===== src/rtl/ram_fifo_pkg.sv =====
// Shared constants and helpers for the RAM-backed FIFO controller.
package ram_fifo_pkg;

  // Entries in the output stage that absorbs the RAM's one-cycle read latency.
  localparam int RAM_FIFO_STAGE_DEPTH = 2;

  // Pointer width for a RAM of 'depth' entries: address bits plus a wrap bit.
  function automatic int ptr_width(input int depth);
    return $clog2(depth) + 1;
  endfunction

endpackage


===== src/rtl/ram_fifo_out_stage.sv =====
// Two-entry capture/pop buffer sitting behind the RAM read port.
// The caller guarantees a capture never arrives while both entries are full.
module ram_fifo_out_stage
  import ram_fifo_pkg::*;
#(
  parameter int WIDTH = 32
) (
  input  logic                                           clock,
  input  logic                                           reset,
  input  logic                                           push,
  input  logic [WIDTH-1:0]                               push_data,
  input  logic                                           pop,
  output logic                                           head_valid,
  output logic [WIDTH-1:0]                               head_data,
  output logic [$clog2(RAM_FIFO_STAGE_DEPTH+1)-1:0]      stage_cnt
);

  localparam int CW = $clog2(RAM_FIFO_STAGE_DEPTH + 1);

  logic [RAM_FIFO_STAGE_DEPTH-1:0][WIDTH-1:0] slot;
  logic                                       wr_idx;
  logic                                       rd_idx;

  // Slot storage and ring indices; slots clear so the head reads 0 out of reset.
  always_ff @(posedge clock or posedge reset) begin
    if (reset) begin
      slot   <= '0;
      wr_idx <= 1'b0;
      rd_idx <= 1'b0;
    end else begin
      if (push) begin
        slot[wr_idx] <= push_data;
        wr_idx       <= ~wr_idx;
      end
      if (pop) rd_idx <= ~rd_idx;
    end
  end

  // Occupancy: a capture and a pop in the same cycle cancel out.
  always_ff @(posedge clock or posedge reset) begin
    if (reset) begin
      stage_cnt <= '0;
    end else begin
      case ({push, pop})
        2'b10:   stage_cnt <= stage_cnt + CW'(1);
        2'b01:   stage_cnt <= stage_cnt - CW'(1);
        default: stage_cnt <= stage_cnt;
      endcase
    end
  end

  assign head_valid = (stage_cnt != '0);
  assign head_data  = slot[rd_idx];

endmodule


===== src/rtl/ram_fifo_controller.sv =====
// Streaming FIFO controller in front of a single-cycle synchronous RAM.
// Owns the write/read pointers and RAM request ports; the output stage
// hides the RAM's registered read latency.
// Optional status outputs (count, overflow) when RAM_FIFO_CTRL_STATUS_EN is defined.
module ram_fifo_controller
  import ram_fifo_pkg::*;
#(
  parameter int WIDTH = 32,
  parameter int DEPTH = 8
) (
  input  logic                       clock,
  input  logic                       reset,
  input  logic                       in_valid,
  output logic                       in_ready,
  input  logic [WIDTH-1:0]           in_data,
  output logic                       out_valid,
  input  logic                       out_ready,
  output logic [WIDTH-1:0]           out_data,
  output logic                       ram_write_valid,
  input  logic                       ram_write_ready,
  output logic [$clog2(DEPTH)-1:0]   ram_write_address,
  output logic [WIDTH-1:0]           ram_write_data,
  output logic                       ram_read_valid,
  input  logic                       ram_read_ready,
  output logic [$clog2(DEPTH)-1:0]   ram_read_address,
  input  logic [WIDTH-1:0]           ram_read_data
`ifdef RAM_FIFO_CTRL_STATUS_EN
  ,
  output logic [$clog2(DEPTH+2):0]   count,
  output logic                       overflow
`endif
);

  localparam int AW  = $clog2(DEPTH);
  localparam int PW  = ptr_width(DEPTH);
  localparam int SCW = $clog2(RAM_FIFO_STAGE_DEPTH + 1);
  localparam int NW  = SCW + 1;

  logic [PW-1:0]  wr_ptr;
  logic [PW-1:0]  rd_ptr;
  logic [PW-1:0]  ram_count;
  logic           ram_full;
  logic           ram_empty;
  logic           wr_fire;
  logic           rd_fire;
  logic           inflight;
  logic           pop;
  logic [SCW-1:0] stage_cnt;
  logic [NW-1:0]  stage_need;

  // Occupancy from registered pointers only, so a word is never read in the
  // cycle it is written and a same-cycle read does not reopen in_ready.
  assign ram_count = wr_ptr - rd_ptr;
  assign ram_full  = (ram_count == PW'(DEPTH));
  assign ram_empty = (ram_count == '0);

  assign ram_write_valid   = in_valid && !ram_full;
  assign in_ready          = !ram_full && ram_write_ready;
  assign ram_write_address = wr_ptr[AW-1:0];
  assign ram_write_data    = in_data;
  assign wr_fire           = ram_write_valid && ram_write_ready;

  // Only issue a read when the stage has room for it after this cycle's
  // pending capture and pop settle.
  assign pop              = out_valid && out_ready;
  assign stage_need       = NW'(stage_cnt) + NW'(inflight) - NW'(pop);
  assign ram_read_valid   = !ram_empty && (stage_need < NW'(RAM_FIFO_STAGE_DEPTH));
  assign ram_read_address = rd_ptr[AW-1:0];
  assign rd_fire          = ram_read_valid && ram_read_ready;

  // Pointer advance and the one-cycle in-flight marker for accepted reads.
  always_ff @(posedge clock or posedge reset) begin
    if (reset) begin
      wr_ptr   <= '0;
      rd_ptr   <= '0;
      inflight <= 1'b0;
    end else begin
      if (wr_fire) wr_ptr <= wr_ptr + PW'(1);
      if (rd_fire) rd_ptr <= rd_ptr + PW'(1);
      inflight <= rd_fire;
    end
  end

  ram_fifo_out_stage #(
    .WIDTH (WIDTH)
  ) u_out_stage (
    .clock      (clock),
    .reset      (reset),
    .push       (inflight),
    .push_data  (ram_read_data),
    .pop        (pop),
    .head_valid (out_valid),
    .head_data  (out_data),
    .stage_cnt  (stage_cnt)
  );

`ifdef RAM_FIFO_CTRL_STATUS_EN
  localparam int CW = $clog2(DEPTH + 2) + 1;

  // Words held anywhere: RAM, the read in flight, and the output stage.
  assign count = CW'(ram_count) + CW'(inflight) + CW'(stage_cnt);

  // Sticky record of a push attempted while the RAM was full.
  always_ff @(posedge clock or posedge reset) begin
    if (reset) begin
      overflow <= 1'b0;
    end else if (in_valid && ram_full) begin
      overflow <= 1'b1;
    end
  end
`endif

endmodule


===== config.mk =====
export PLATFORM = sky130hd
export DESIGN_NAME = ram_fifo_controller
export DESIGN_NICKNAME = d
export VERILOG_FILES = /design/src/rtl/ram_fifo_pkg.sv /design/src/rtl/ram_fifo_out_stage.sv /design/src/rtl/ram_fifo_controller.sv
export SDC_FILE = /design/constraint.sdc
export NUM_CORES = 1
export LEC_CHECK = 0
export ABC_AREA = 1
export CORE_ASPECT_RATIO = 1.25
export CORE_MARGIN = 2
export CORE_UTILIZATION = 43
export CTS_CLUSTER_DIAMETER = 30
export DETAILED_ROUTE_END_ITERATION = 16
export GPL_TIMING_DRIVEN = 1
export PLACE_DENSITY = 0.83
export SYNTH_ARGS = -nofsm -noshare
export SYNTH_HDL_FRONTEND = slang
export SYNTH_SLANG_ARGS = --single-unit

===== constraint.sdc =====
create_clock -name clock -period 7.5 [get_ports clock]
set_input_delay 1.875 -clock clock [delete_from_list [all_inputs] [get_ports clock]]
set_output_delay 1.875 -clock clock [all_outputs]
set_load 0.02 [all_outputs]

**Word level (Yosys, flattened, before mapping)**

Index checks and enable logic that the tools add are counted.

- Bits in registers: 77
- Input bits: 70
- Output and inout port bits: 74

- Add/subtract/negate cells: 7
- $lt $le $gt $ge: 4
- Equality and inequality tests: 3
- Multiplexer cells: 6
- Bitwise operators: 2
- Reductions and logical operators: 12

Operators by type and width:

| cell | count |
|---|---|
| two-way mux 32 bit | 3 |
| bitwise mux 64 bit | 1 |
| demux 32 bit (select 1 bit) | 1 |
| adder 4 x 1 -> 4 bit (second input constant) | 2 |
| logical AND 1 bit | 7 |
| == test 4 bit (second input constant) | 1 |
| zero test 4 bit | 1 |
| less-than comparator 1 x 2 -> 1 bit (second input constant) | 2 |
| case mux 2 bit (2 select lines) | 1 |
| nonzero test 2 bit | 2 |
| subtractor 4 bit | 1 |
| adder 2 x 1 -> 3 bit | 1 |
| less-than comparator 3 x 2 -> 1 bit (second input constant) | 1 |
| subtractor 3 x 1 -> 3 bit | 1 |
| adder 2 x 1 -> 2 bit (second input constant) | 1 |
| == test 2 x 1 -> 1 bit (second input constant) | 1 |
| == test 2 bit (second input constant) | 1 |
| zero test 1 bit | 2 |
| inverter 1 bit | 2 |
| subtractor 2 x 1 -> 2 bit (second input constant) | 1 |
| greater-or-equal comparator 1 bit (second input constant) | 1 |

**Depth between registers and ports, before layout**

- Word-level depth: 6
- Mapped depth: 12
- Gate-level depth less buffers: 12

**By module**

From an unflattened synthesis, not the netlist that was laid out.

- Cell total of the unflattened synthesis: 500
- Area total of the unflattened synthesis: 4120.2 µm²

Modules (own cells, without submodules):

| module | instances | cells an instance | area an instance (µm²) |
|---|---|---|---|
| ram_fifo_out_stage | 1 | 364 | 3093.0 |
| ram_fifo_controller | 1 | 136 | 1027.2 |

**Worst setup path before layout**

OpenSTA, ideal clock, no wires.

- Kind: input -> output
- From: in out_ready
- To: out ram_read_valid
- Arrival time: 3.332 ns
- Path slack: 2.293 ns
- Cell stages on the path: 8
- Path buffers: 0
- Path through: nand2_1 > nor2_1 > o21ai_1 > fa_1 > o21ai_1 > a21oi_1 > nand2_1 > inv_1

- Word-level cells in the longest chain between the ends: 4

RTL lines:

| what | RTL line | RTL |
|---|---|---|
| from (decl) | ram_fifo_controller.sv:17 | `input logic out_ready,` |
| logical AND 1 bit | ram_fifo_controller.sv:65 | `assign pop = out_valid && out_ready;` |
| subtractor 3 x 1 -> 3 bit | ram_fifo_controller.sv:66 | `assign stage_need = NW'(stage_cnt) + NW'(inflight) - NW'(pop);` |
| less-than comparator 3 x 2 -> 1 bit | ram_fifo_controller.sv:67 | `assign ram_read_valid = !ram_empty && (stage_need < NW'(RAM_FIFO_STAGE_DEPTH));` |
| logical AND 1 bit | ram_fifo_controller.sv:67 |  |
| to (decl) | ram_fifo_controller.sv:23 | `output logic ram_read_valid,` |

Every way passes these cells.

**Worst setup path after layout**

Same ends and word-level chain as after synthesis.

==> results.py <==
metrics = {
    "status": {
        "status": "finished, final reports clean",
    },
    "synth": {
        "yosysUniqueCellTypes": 23,
        "syn_inst": 494,
        "synth-seq-cells": 77,
        "avgSynthCellArea_um2": 7.89,
        "synth_area_um2": 3900,
        "yosysWarnings": 0,
        "syn_nets": 570,
        "ys_seq_area_share_pct": 49.5,
    },
    "layout": {
        "area_growth_syn_to_layout_pct": 20.9,
        "final_nets": 605,
        "antenna_cells": 0,
        "post_route_cells_drive_above_1_share_pct": 5.06,
    },
    "hold_path": {
        "worstHoldStart": "u_out_stage.slot[33]$_DFFE_PP0P_",
        "holdPathEnd": "u_out_stage.slot[33]$_DFFE_PP0P_",
        "worstHoldPathCells": 2,
        "min_path_type": "reg -> reg",
    },
    "place": {
        "port_buffers": 79,
        "hpwl_um": 5360,
        "gp_congestion": 0.740,
    },
    "timing": {
        "clock_skew_ns": 0.0141,
        "worst_slew_pin_slew_ns": 1.06,
        "fin_tns_setup_ns": 0,
        "rsz0062_at_grt": "no",
        "min_period_ns": 6.44,
        "fmax_mhz": 155,
        "final-hold-violation-count": 0,
        "fin_crit_sh_pct": 85.9,
        "slew_headroom_pct": 29.0,
        "setup_violations": 0,
        "slew_violations": 0,
    },
    "power_and_ir_drop": {
        "combPwrFrac_pct": 51.7,
        "pwr-share-clk_pct": 16.0,
        "power_density_nw_per_um2": 487,
        "p_int_mw": 1.34,
        "p_sw_mw": 0.954,
        "seqPwrFrac_pct": 32.4,
        "power_mw": 2.29,
        "swShare_pct": 41.5,
        "ir_worst_vdd_mv": 0.250,
        "leakagePower_nw": 2.43,
    },
    "flow_run": {
        "maxCapViolCount": 0,
    },
    "clock_tree": {
        "cts_made_buffers": 9,
        "clk_path_buf_depth": 2,
        "ctsResizeCount": 0,
        "htreeDepth": 3,
        "cts_hold_buf": 0,
        "cts_tree": "built",
        "path_clk_slew_ns": 0.07,
        "numClockSinks": 77,
        "clkLatencyLatePin_ns": 0.34,
        "cts-root-buf": "clkbuf_8",
        "cts_setup_buffers": 0,
    },
    "die": {
        "start_util_pct": 44.5,
        "die_h_um": 110,
        "io_pins": 144,
        "core_area_um2": 8750,
        "die_w_um": 89.1,
        "rows": 38,
        "die_area_um2": 9840,
    },
    "global_route": {
        "grt_max_degree": 78,
        "overflow": 0,
        "grt_pass1_wl_um": 13900,
        "antenna_found_initial": 0,
        "grt_util_all_layers_pct": 17.2,
        "grt_pass1_vias": 3195,
    },
    "setup_path": {
        "endpoint_kind": "output port",
        "r2r-end": "rd_ptr[0]$_DFFE_PP0P_",
        "r2r_slack_ns": 5.01,
        "r2r-start": "u_out_stage.stage_cnt[1]$_DFFE_PP0P_",
        "worstPathRequired_ns": 5.62,
        "crit_type": "in -> out",
        "cp_max_fo": 6,
        "worst_setup_path_start_kind": "input pin",
        "cp.arrival_ns": 4.57,
        "reg2regPathDepth": 10,
    },
    "routing": {
        "drtIter0Drc": 197,
        "firstDrtPassIters": 4,
        "post_drt_wl_per_cell_um": 12.1,
        "ant_nets": 0,
        "vias": 3124,
        "routed_wl_um": 7910,
        "drc": 0,
        "vias_per_cell": 4.78,
    },
}
==> registers in the layout (all words and copies together), names as in the netlist <==
signal and count:
inflight 1, rd_ptr 4, u_out_stage.rd_idx 1, u_out_stage.slot 64, u_out_stage.stage_cnt 2, u_out_stage.wr_idx 1
wr_ptr 4
==> cell usage in the layout, fill, tap and decap left out, types with 3 or more instances in the layout <==
master,instances
clkbuf_8,9
ha_1,5
inv_1,48
o21ai_1,37
buf_4,3
xor2_1,5
nor2_1,6
nand2_1,196
clkdlybuf4s50_1,79
dfrtp_1,77
bufinv_16,3
nand4_1,8
nand2_2,3
nand3_1,7
o21ai_0,30
==> power groups by stage <==
stage | clock (mW) | sequential (mW) | combinational, mW
2_1_floorplan | 0 | 0.716 | 0.810
3_3_place_gp | 0 | 0.737 | 1.16
3_5_place_dp | 0 | 0.748 | 1.20
4_1_cts | 0.376 | 0.743 | 1.20
5_1_grt | 0.394 | 0.771 | 1.33
6_report | 0.366 | 0.743 | 1.19
==> Yosys cell counts <==
cell	instances	area share [%]
nor3_1	1	0.13
ha_1	5	1.6
o21ai_1	37	4.8
buf_4	38	7.3
nor2_1	6	0.58
dfrtp_1	77	49
clkbuf_1	14	1.3
buf_2	2	0.26
nand3_1	7	0.90
nand4_1	8	1.3
buf_6	4	1.2
or2_1	3	0.48
a21oi_1	2	0.26
clkinv_1	1	0.096
nand3_2	2	0.51
nand2b_1	1	0.16
inv_2	2	0.19
o21ai_0	30	3.9
inv_1	49	4.7
fa_1	1	0.51
nand2_2	2	0.32
nand2_1	197	19
xor2_1	5	1.1
==> through the flow <==
step	worst slack (ns)	hold WS (ns)	util, %	std cells	instance area, um2
after global routing	0.927	0.512	53.8	654	4710
after floorplan	2.29	0.453	-	494	3900
after detailed placement	1.10	0.473	51.1	638	4470
final	1.06	0.488	53.8	654	4710
after global placement	1.20	0.466	51.1	638	4470
after CTS	1.08	0.492	53.8	654	4710
==> cell type report <==
type                       count  area (um2)
clock inverter                 6         111
inverter                      52         196
multi-input combinational    307        1380
fill                         814        4040
sequential                    77        1930
clock buffer                  10         128
timing repair buffer          82         813
tap                          120         150
==> worst max path at each step <==
stage,startpoint,to,slack (ns),cells after the start
2_1_floorplan,out_ready,ram_read_valid,2.29,8
3_3_place_gp,out_ready,ram_read_valid,1.20,10
3_5_place_dp,out_ready,ram_read_valid,1.10,10
4_1_cts,out_ready,ram_read_valid,1.08,10
5_1_grt,out_ready,ram_read_valid,0.93,10
6_report,out_ready,ram_read_valid,1.06,10
==> logic make-up after synthesis <==
group / count (synthesis) / synth area share [%]
simple gates: 227 / 23.3
compound gates: 69 / 8.86
xor+xnor: 5 / 1.12
buf+inv: 110 / 15.1
fa+ha+maj: 6 / 2.12
flops: 77 / 49.5
==> worst max-delay path, stage by stage <==
cell and delay, ns:
clkdlybuf4s50_1 0.50, nand2_1 0.09, nor2_1 0.23, o21ai_1 0.14, fa_1 0.50, o21ai_1 0.06, a21oi_1 0.42, nand2_1 0.10
inv_1 0.06, clkdlybuf4s50_1 0.59
==> routing by layer <==
metal	part of all wire, %	routed length, um	vias to the layer above	global-route usage, %
li1	-	-	1557	-
met1	42	3350	1458	20.2
met2	51	4020	85	29.7
met3	4.9	390	24	3.81
met4	1.9	148	0	6.67
met5	0	0	-	0
Power figures use the tool's default switching activity.
